[src/rtl/sprite_motion_if.sv]
// Control and status bundle for the bouncing-block motion controller.
// Signal names are from the controller's point of view (i_ = into it, o_ = out of it).
interface sprite_motion_if #(
   parameter int X_BITS = 12,
   parameter int Y_BITS = 12
);
   logic              i_vs_in;
   logic              i_run_en;
   logic              i_step_req;
   logic              i_home_req;
   logic [3:0]        i_speed_x;
   logic [3:0]        i_speed_y;
   logic [X_BITS-1:0] o_block_x;
   logic [Y_BITS-1:0] o_block_y;
   logic              o_h_dir;
   logic              o_v_dir;
   logic              o_upd_done;
   logic              o_busy;
   logic [15:0]       o_frame_cnt;

   modport master (
      output i_vs_in, i_run_en, i_step_req, i_home_req, i_speed_x, i_speed_y,
      input  o_block_x, o_block_y, o_h_dir, o_v_dir, o_upd_done, o_busy, o_frame_cnt
   );

   modport slave (
      input  i_vs_in, i_run_en, i_step_req, i_home_req, i_speed_x, i_speed_y,
      output o_block_x, o_block_y, o_h_dir, o_v_dir, o_upd_done, o_busy, o_frame_cnt
   );
endinterface

[src/rtl/sprite_motion_ctrl.sv]
// Moves a square block once per frame (or once per step request), bouncing off the borders.
// state    | meaning
// IDLE     | parked; waits for run_en or a pending single step
// WAIT_VS  | armed; waits for a vsync rising edge
// CALC     | next position/direction computed from latched speeds
// COMMIT   | both coordinates and directions written together
module sprite_motion_ctrl #(
   parameter int X_BITS  = 12,
   parameter int Y_BITS  = 12,
   parameter int H_ACT   = 1280,
   parameter int V_ACT   = 720,
   parameter int SIDE_W  = 40,
   parameter int BLOCK_W = 40
) (
   input  logic            i_pix_clk,
   input  logic            i_rst,
   sprite_motion_if.slave  bus
);
   localparam int X_MIN = SIDE_W;
   localparam int X_MAX = H_ACT - SIDE_W - BLOCK_W;
   localparam int Y_MIN = SIDE_W;
   localparam int Y_MAX = V_ACT - SIDE_W - BLOCK_W;

   localparam logic [X_BITS-1:0] X_MIN_C = X_BITS'(X_MIN);
   localparam logic [X_BITS-1:0] X_MAX_C = X_BITS'(X_MAX);
   localparam logic [Y_BITS-1:0] Y_MIN_C = Y_BITS'(Y_MIN);
   localparam logic [Y_BITS-1:0] Y_MAX_C = Y_BITS'(Y_MAX);

   typedef enum logic [1:0] {S_IDLE, S_WAIT_VS, S_CALC, S_COMMIT} state_t;

   state_t            r_state, w_state_nxt;
   logic              r_vs_q, w_vs_rise;
   logic [15:0]       r_frame_cnt;
   logic              r_step_pend, r_home_pend, r_upd_done;
   logic [3:0]        r_spd_x, r_spd_y;
   logic [X_BITS-1:0] r_block_x, r_nx, w_nx;
   logic [Y_BITS-1:0] r_block_y, r_ny, w_ny;
   logic              r_h_dir, r_v_dir, r_nhd, r_nvd, w_nhd, w_nvd;
   logic [X_BITS:0]   w_sum_x, w_lo_x;
   logic [Y_BITS:0]   w_sum_y, w_lo_y;

   assign w_vs_rise = bus.i_vs_in & ~r_vs_q;

   always_comb begin
      w_state_nxt = r_state;
      case (r_state)
         S_IDLE:    if (bus.i_run_en || r_step_pend) w_state_nxt = S_WAIT_VS;
         S_WAIT_VS: begin
            if (w_vs_rise)                             w_state_nxt = S_CALC;
            else if (!bus.i_run_en && !r_step_pend)    w_state_nxt = S_IDLE;
         end
         S_CALC:    w_state_nxt = S_COMMIT;
         S_COMMIT:  w_state_nxt = bus.i_run_en ? S_WAIT_VS : S_IDLE;
         default:   w_state_nxt = S_IDLE;
      endcase
   end

   // Widened sums so an overshoot past the far border is never lost to wrap-around.
   always_comb begin
      w_sum_x = {1'b0, r_block_x} + (X_BITS+1)'(r_spd_x);
      w_lo_x  = (X_BITS+1)'(X_MIN) + (X_BITS+1)'(r_spd_x);
      w_nx    = r_block_x;
      w_nhd   = r_h_dir;
      if (r_spd_x != 4'd0) begin
         if (r_h_dir) begin
            if (w_sum_x >= (X_BITS+1)'(X_MAX)) begin
               w_nx  = X_MAX_C;
               w_nhd = 1'b0;
            end else begin
               w_nx  = w_sum_x[X_BITS-1:0];
            end
         end else if ({1'b0, r_block_x} < w_lo_x) begin
            w_nx  = X_MIN_C;
            w_nhd = 1'b1;
         end else begin
            w_nx  = r_block_x - X_BITS'(r_spd_x);
         end
      end
   end

   always_comb begin
      w_sum_y = {1'b0, r_block_y} + (Y_BITS+1)'(r_spd_y);
      w_lo_y  = (Y_BITS+1)'(Y_MIN) + (Y_BITS+1)'(r_spd_y);
      w_ny    = r_block_y;
      w_nvd   = r_v_dir;
      if (r_spd_y != 4'd0) begin
         if (r_v_dir) begin
            if (w_sum_y >= (Y_BITS+1)'(Y_MAX)) begin
               w_ny  = Y_MAX_C;
               w_nvd = 1'b0;
            end else begin
               w_ny  = w_sum_y[Y_BITS-1:0];
            end
         end else if ({1'b0, r_block_y} < w_lo_y) begin
            w_ny  = Y_MIN_C;
            w_nvd = 1'b1;
         end else begin
            w_ny  = r_block_y - Y_BITS'(r_spd_y);
         end
      end
   end

   always_ff @(posedge i_pix_clk) begin
      if (i_rst) begin
         r_state     <= S_IDLE;
         r_vs_q      <= 1'b0;
         r_frame_cnt <= 16'd0;
         r_step_pend <= 1'b0;
         r_home_pend <= 1'b0;
         r_upd_done  <= 1'b0;
         r_spd_x     <= 4'd0;
         r_spd_y     <= 4'd0;
         r_block_x   <= X_MIN_C;
         r_block_y   <= Y_MIN_C;
         r_h_dir     <= 1'b1;
         r_v_dir     <= 1'b1;
         r_nx        <= X_MIN_C;
         r_ny        <= Y_MIN_C;
         r_nhd       <= 1'b1;
         r_nvd       <= 1'b1;
      end else begin
         r_vs_q     <= bus.i_vs_in;
         r_state    <= w_state_nxt;
         r_upd_done <= 1'b0;
         if (w_vs_rise) r_frame_cnt <= r_frame_cnt + 16'd1;
         if (bus.i_step_req && !bus.i_run_en) r_step_pend <= 1'b1;
         case (r_state)
            S_IDLE, S_WAIT_VS: begin
               if (bus.i_home_req) begin
                  r_block_x <= X_MIN_C;
                  r_block_y <= Y_MIN_C;
                  r_h_dir   <= 1'b1;
                  r_v_dir   <= 1'b1;
               end
               if (r_state == S_WAIT_VS && w_vs_rise) begin
                  r_spd_x <= bus.i_speed_x;
                  r_spd_y <= bus.i_speed_y;
               end
            end
            S_CALC: begin
               r_nx  <= w_nx;
               r_ny  <= w_ny;
               r_nhd <= w_nhd;
               r_nvd <= w_nvd;
               if (bus.i_home_req) r_home_pend <= 1'b1;
            end
            S_COMMIT: begin
               if (r_home_pend || bus.i_home_req) begin
                  r_block_x <= X_MIN_C;
                  r_block_y <= Y_MIN_C;
                  r_h_dir   <= 1'b1;
                  r_v_dir   <= 1'b1;
               end else begin
                  r_block_x <= r_nx;
                  r_block_y <= r_ny;
                  r_h_dir   <= r_nhd;
                  r_v_dir   <= r_nvd;
               end
               r_upd_done  <= 1'b1;
               r_home_pend <= 1'b0;
               r_step_pend <= 1'b0;
            end
            default: ;
         endcase
      end
   end

   assign bus.o_block_x   = r_block_x;
   assign bus.o_block_y   = r_block_y;
   assign bus.o_h_dir     = r_h_dir;
   assign bus.o_v_dir     = r_v_dir;
   assign bus.o_upd_done  = r_upd_done;
   assign bus.o_busy      = (r_state == S_CALC) || (r_state == S_COMMIT);
   assign bus.o_frame_cnt = r_frame_cnt;
endmodule
[src/flat_wrapper.sv]
// flat-port wrapper written by rule: the top's interface ports become plain ports
module sprite_motion_ctrl_flat 
#(
   parameter int X_BITS  = 12,
   parameter int Y_BITS  = 12,
   parameter int H_ACT   = 1280,
   parameter int V_ACT   = 720,
   parameter int SIDE_W  = 40,
   parameter int BLOCK_W = 40
)
  (i_pix_clk, i_rst, bus_i_vs_in, bus_i_run_en, bus_i_step_req, bus_i_home_req, bus_i_speed_x, bus_i_speed_y, bus_o_block_x, bus_o_block_y, bus_o_h_dir, bus_o_v_dir, bus_o_upd_done, bus_o_busy, bus_o_frame_cnt);
  sprite_motion_if #(.X_BITS(X_BITS), .Y_BITS(Y_BITS)) bus_i ();
  input  logic i_pix_clk;
  input  logic i_rst;
  input wire logic [$bits(bus_i.i_vs_in)-1:0] bus_i_vs_in;
  input wire logic [$bits(bus_i.i_run_en)-1:0] bus_i_run_en;
  input wire logic [$bits(bus_i.i_step_req)-1:0] bus_i_step_req;
  input wire logic [$bits(bus_i.i_home_req)-1:0] bus_i_home_req;
  input wire logic [$bits(bus_i.i_speed_x)-1:0] bus_i_speed_x;
  input wire logic [$bits(bus_i.i_speed_y)-1:0] bus_i_speed_y;
  output wire logic [$bits(bus_i.o_block_x)-1:0] bus_o_block_x;
  output wire logic [$bits(bus_i.o_block_y)-1:0] bus_o_block_y;
  output wire logic [$bits(bus_i.o_h_dir)-1:0] bus_o_h_dir;
  output wire logic [$bits(bus_i.o_v_dir)-1:0] bus_o_v_dir;
  output wire logic [$bits(bus_i.o_upd_done)-1:0] bus_o_upd_done;
  output wire logic [$bits(bus_i.o_busy)-1:0] bus_o_busy;
  output wire logic [$bits(bus_i.o_frame_cnt)-1:0] bus_o_frame_cnt;
  assign bus_i.i_vs_in = bus_i_vs_in;
  assign bus_i.i_run_en = bus_i_run_en;
  assign bus_i.i_step_req = bus_i_step_req;
  assign bus_i.i_home_req = bus_i_home_req;
  assign bus_i.i_speed_x = bus_i_speed_x;
  assign bus_i.i_speed_y = bus_i_speed_y;
  assign bus_o_block_x = bus_i.o_block_x;
  assign bus_o_block_y = bus_i.o_block_y;
  assign bus_o_h_dir = bus_i.o_h_dir;
  assign bus_o_v_dir = bus_i.o_v_dir;
  assign bus_o_upd_done = bus_i.o_upd_done;
  assign bus_o_busy = bus_i.o_busy;
  assign bus_o_frame_cnt = bus_i.o_frame_cnt;
  sprite_motion_ctrl #(.X_BITS(X_BITS), .Y_BITS(Y_BITS), .H_ACT(H_ACT), .V_ACT(V_ACT), .SIDE_W(SIDE_W), .BLOCK_W(BLOCK_W)) u_core (.i_pix_clk(i_pix_clk), .i_rst(i_rst), .bus(bus_i));
endmodule
[config.mk]
export PLATFORM = sky130hd
export DESIGN_NAME = sprite_motion_ctrl_flat
export DESIGN_NICKNAME = d
export VERILOG_FILES = /design/src/rtl/sprite_motion_if.sv /design/src/rtl/sprite_motion_ctrl.sv /design/src/flat_wrapper.sv
export SDC_FILE = /design/constraint.sdc
export NUM_CORES = 1
export LEC_CHECK = 0
export CAP_MARGIN = 20
export CORE_ASPECT_RATIO = 2
export CORE_MARGIN = 1
export CORE_UTILIZATION = 57
export CTS_CLUSTER_SIZE = 20
export DETAILED_ROUTE_END_ITERATION = 16
export PLACE_DENSITY = 0.9
export RECOVER_POWER = 50
export SETUP_SLACK_MARGIN = 0.15
export SLEW_MARGIN = 20
export SYNTH_ARGS = -nofsm -noshare
export SYNTH_HDL_FRONTEND = slang
export SYNTH_SLANG_ARGS = --single-unit
[constraint.sdc]
create_clock -name i_pix_clk -period 3.8 [get_ports i_pix_clk]
set_clock_uncertainty 0.15 [all_clocks]
set_input_delay 0.95 -clock i_pix_clk [delete_from_list [all_inputs] [get_ports i_pix_clk]]
set_output_delay 0.95 -clock i_pix_clk [all_outputs]
set_load 0.005 [all_outputs]
### After elaboration in Yosys (flattened, before gate mapping)

Index checks and enable logic that the tools add are counted.

* bits in read-only memories: 0
* memories: 0
* word-level logic and storage cells: 88
* input port bits: 14
* bits in writable memories: 0
* flip-flop bits (word level): 82
* latch bits: 0
* output and inout port bits: 44

* mux-type cells: 33
* shift-type cells: 0
* bitwise logic cells: 2
* eq/ne operators: 7
* reduce and logical (&&, ||, !) cells: 19
* $lt $le $gt $ge: 4
* $mul: 0
* $add $sub $neg: 7
* divide/modulo/power cells: 0

Operators with widths (number)
* 2-to-1 mux 12 bit: 11
* case mux 12 bit (2 select lines): 2
* adder 12 x 4 -> 13 bit: 2
* less-than comparator 12 x 13 -> 1 bit: 2
* subtractor 12 x 4 -> 12 bit: 2
* adder 16 x 1 -> 16 bit (second input constant): 1
* adder 6 x 4 -> 7 bit (first input constant): 2
* greater-or-equal comparator 13 x 10 -> 1 bit (second input constant): 1
* greater-or-equal comparator 13 x 11 -> 1 bit (second input constant): 1
* 2-to-1 mux 1 bit: 13
* case mux 2 bit (4 select lines): 1
* AND reduction 2 bit: 4
* nonzero test 4 bit: 2
* 2-to-1 mux 2 bit: 3
* case mux 1 bit (2 select lines): 3
* == test 2 bit (second input constant): 2
* inequality test 2 bit (second input constant): 2
* nonzero test 2 bit: 2
* OR reduction 2 bit: 2
* logical AND 1 bit: 3
* logical OR 1 bit: 3
* inequality test 3 x 1 -> 1 bit (second input constant): 1
* == test 2 x 1 -> 1 bit (second input constant): 1
* logical NOT 1 bit: 2
* other kinds (4): 4

### Depth between registers and ports, before layout

* depth after elaboration: 5
* depth in mapped cells: 11
* mapped depth without buffers: 10

### Worst setup path before layout

Ideal clock, no wire load.

* path type: reg2reg
* from: register u_core.r_spd_x[2]
* to: register u_core.r_nx[1]
* setup time: 117 ps
* stages on the path, launching flop included: 11
* period minus slack after synthesis: 2886 ps
* required time: 3533 ps
* buffers on the path: 1
* path slack: 914 ps
* arrival: 2618 ps
* path through: dfxtp_1 -> inv_1 -> ha_1 -> buf_2 -> nand2b_1 -> a211oi_2 -> and4_1 -> mux2_2 -> a22oi_2 -> o221ai_1 -> a32o_1

* longest elaborated chain between the ends: 5
* elaborated cells on any way between the ends: 9
* those cells by class: 2 x add/sub; 2 x order compare; 4 x mux; 1 x reduce/logical

Ends and longest elaborated chain
* start: declaration: RTL line sprite_motion_ctrl.sv:35 `logic [3:0] r_spd_x, r_spd_y;`
* start signal: assignment: RTL line sprite_motion_ctrl.sv:136 `r_spd_x <= bus.i_speed_x;`
* adder 12 x 4 -> 13 bit / adder 6 x 4 -> 7 bit (equally long branches): RTL line sprite_motion_ctrl.sv:60, sprite_motion_ctrl.sv:61
* greater-or-equal comparator 13 x 11 -> 1 bit / less-than comparator 12 x 13 -> 1 bit (equally long branches): RTL line sprite_motion_ctrl.sv:66, sprite_motion_ctrl.sv:72
* 2-to-1 mux 12 bit, on equally long branches: RTL line sprite_motion_ctrl.sv:66, sprite_motion_ctrl.sv:72
* 2-to-1 mux 12 bit: RTL line sprite_motion_ctrl.sv:65 `if (r_h_dir) begin`
* 2-to-1 mux 12 bit (*): RTL line sprite_motion_ctrl.sv:64 `if (r_spd_x != 4'd0) begin`
* end signal: assignment: RTL line sprite_motion_ctrl.sv:141 `r_nx <= w_nx;`
* end: declaration: RTL line sprite_motion_ctrl.sv:36 `logic [X_BITS-1:0] r_block_x, r_nx, w_nx;`

Every way passes the cells marked *; elsewhere a longest branch is shown, timed or not.
A chain may end at the register's enable or synchronous reset.

### Final worst setup path

* from: register u_core.r_spd_x[3]
* to: register u_core.r_nx[1]

Same word-level chain as after synthesis.

==> results.ini <==
[place]
dp_hpwl_um=10400
io_buffers=57
placedCellCount=749
gp_congestion=0.972

[synthesis]
ys_seq_area_share_pct=32.9
synth_mux_area_share_pct=1.08
syn-instance-count=631
syn-num-nets=668
synth_top_family_by_area=compound AO/OA/AOI/OAI gates
synthTopCellsByArea=dfxtp_1 (33%), nor2_1 (6.0%), ha_1 (4.8%), a21oi_1 (4.5%), nand2_1 (3.8%)
synth_fa_ha_area_share_pct=6.38
synth-edff-count=0
synth_xor_area_share_pct=4.39
synth_top_cell_area_share_pct=32.9
ys_ff_latch=82
yosys_warnings=0
synth-simple-area-share_pct=23.3
syn_area_mm2=0.00498
synthDistinctLibCells=71
yosysTopAreaCell=dfxtp_1
synth-compound-area-share_pct=25.6
synth_flop_cell=dfxtp_1
syn_area_per_cell_um2=7.90
ys_async_sr_fraction_pct=0

[clock_tree]
cts_hold_buf=0
clk_pin_slew_ns=0.06
cts_tree=done
postCtsSetupBuffers=0
cts_resized=0
cts_buffers=9
root_buffer=clkbuf_16
cts_buffer_depth=2
clk_latency_ns=0.33
htree_levels=3
cts.sinks=82

[pwr]
power_leakage_uw=0.00218
cellPowerDensity_mw_per_mm2=326
ir_worst_vdd_mv=0.300
power_uw=1910

[die]
die_y_um=134
io-pin-count=58
start_util_pct=59.7
die_w_um=68.1
placementRows=47
dieArea_mm2=0.00914
fp.coreArea_mm2=0.00835

[worst_setup_path]
critPathMaxFanout=9
crit_arrival_ns=3.46
cp-end-kind=flip-flop
cp-startpoint=u_core.r_spd_x[3]
cp-endpoint=u_core.r_nx[1]
reg2reg_depth=9
rrSetupSlack_ns=0.42
startpoint_type=flip-flop
cp.required_ns=3.88
r2r-start=u_core.r_spd_x[3]
path_class=flip-flop to flip-flop
r2r_end=u_core.r_nx[1]

[drt]
drtPass1Iterations=6
wirelength_um=14700
vias=5075
viasPerCell=6.63
post_drt_wl_per_cell_um=19.2
remaining_drc_errors=0
postRouteAntennaNets=0
drt_iter0_markers=489

[grt]
antenna_found_initial=0
grt_overflow=0
grt_use_total_pct=34.2
grt_pass1_vias=5103
grt_pass1_wl_um=23800
grt_max_degree=46

[timing]
worstMarginPinSlew_ns=2.03
hold_ws_ns=0.321
fin_crit_ns=3.38
clock.fmax_ghz=0.296
rsz0062_at_grt=no
setup_viol=0
setup_tns_ns=0
hold_viol=0
slew_headroom_pct=-35.5
slew_viol_final=45
fin_crit_sh_pct=89.0

[final_layout]
areaGrowthSynthToFinish_pct=17.8
drive_above_1_share_pct=7.50
diodes=0
fin_util_pct=70.3
layout.nets=699
n_fill_cell=667
fin_cells=765

[run_status]
outcome=finished with violations
violations=capacitance limit, slew limit

[min_path]
min_path_type=flip-flop to flip-flop

[run]
max-cap-violations=1

[worst max-delay path, cell delays in order, from the launching register on]
cell and delay (ns):
dfxtp_1 0.44, inv_1 0.10, ha_1 0.39, nor2b_1 0.20, a211oi_4 0.36, and4_1 0.31, mux2_2 0.37, a22oi_2 0.49
o221ai_1 0.21, a32o_1 0.27
[worst min-delay path by stage]
| stage | slack (ns) | startpoint | depth (start not counted) | endpoint |
|---|---|---|---|---|
| 5_1_grt | 0.36 | u_core.r_ny[11] | 2 | u_core.r_ny[11] |
| 2_1_floorplan | 0.28 | u_core.r_nx[11] | 2 | u_core.r_nx[11] |
| 3_3_place_gp | 0.29 | u_core.r_ny[11] | 2 | u_core.r_ny[11] |
| 6_report | 0.32 | u_core.r_ny[11] | 2 | u_core.r_ny[11] |
| 4_1_cts | 0.32 | u_core.r_ny[11] | 2 | u_core.r_ny[11] |
| 3_5_place_dp | 0.31 | u_core.r_nx[11] | 2 | u_core.r_nx[11] |
[synth_stat cells, drive strengths merged, types with 7 or more instances]
master / n
a211oi: 13
a21oi: 45
a22oi: 23
a31oi: 7
buf: 13
clkbuf: 36
dfxtp: 82
ha: 19
inv: 30
nand2: 50
nand2b: 11
nand3: 17
nor2: 80
nor2b: 11
nor3: 21
nor4: 11
o211ai: 8
o21ai: 23
o22ai: 8
or3: 9
xnor2: 11
xor2: 14
[placed cells by master (no fill, tap or decap), types with 4 or more instances in the layout]
cell type | Yosys | routed
xor2_1 | 14 | 14
o31a_1 | 4 | 4
nor2b_1 | 11 | 11
a211oi_1 | 11 | 11
a221o_1 | 4 | 4
clkdlybuf4s50_1 | 0 | 30
nor4_1 | 9 | 8
and3_1 | 6 | 6
a311oi_1 | 6 | 6
a21o_1 | 4 | 4
a31oi_1 | 7 | 7
a21oi_1 | 45 | 45
a22oi_1 | 22 | 22
dlygate4sd3_1 | 0 | 26
inv_1 | 30 | 30
o211ai_1 | 7 | 7
nand2b_1 | 11 | 11
ha_1 | 19 | 19
o21ai_0 | 21 | 21
clkbuf_16 | 0 | 9
buf_4 | 0 | 11
nor2_1 | 80 | 80
nand2_1 | 50 | 50
o22ai_1 | 8 | 8
fa_1 | 4 | 4
or3_1 | 9 | 9
dfxtp_1 | 82 | 82
nor3_1 | 21 | 20
xnor2_1 | 11 | 11
nand3_1 | 17 | 17
nand4_1 | 4 | 4
[cell type report]
type	instances	area, um2	share of cell area, %
Sequential cell	82	1640	28.0
Timing Repair Buffer	69	667	11.4
Multi-Input combinational cell	470	3050	52.0
Inverter	30	113	1.92
Clock buffer	9	225	3.84
Tap cell	98	123	2.09
Clock inverter	7	51.3	0.874
[cell families (layout without fill, tap and decap cells)]
kind of cell,count (synthesis),count (layout)
simple gates,238,238
compound gates,179,179
flops,82,82
buf+inv,79,115
xor+xnor,25,25
fa+ha+maj,23,23
mux,5,5
[stage by stage]
stage	setup slack [ns]	cell area (um2)
finish	0.417	5870
global route	0.201	5870
CTS	0.484	5860
detailed placement	0.494	5590
global placement	0.618	5590
floorplan	0.914	4980
[report_power, final]
| part | internal (uW) | switching [uW] | total, uW |
|---|---|---|---|
| combinational | 75.7 | 124 | 200 |
| sequential | 878 | 19.5 | 897 |
| clock | 448 | 367 | 815 |
| total | 1400 | 511 | 1910 |
[flip-flops by register name, summed over array words and instances (netlist names), 4 cells and up, named ones only]
register                count
u_core.bus.o_frame_cnt     16
u_core.bus.o_block_x       12
u_core.bus.o_block_y       12
u_core.r_nx                12
u_core.r_ny                12
u_core.r_spd_x              4
u_core.r_spd_y              4
[per-layer routing]
layer	part of all wire (%)	vias up	GRT usage, %
li1	-	2339	-
met5	0	-	0
met1	35	2402	36.7
met4	6.5	0	23.6
met2	53	247	57.5
met3	5.6	87	6.38
Power figures use the tool's default switching activity.
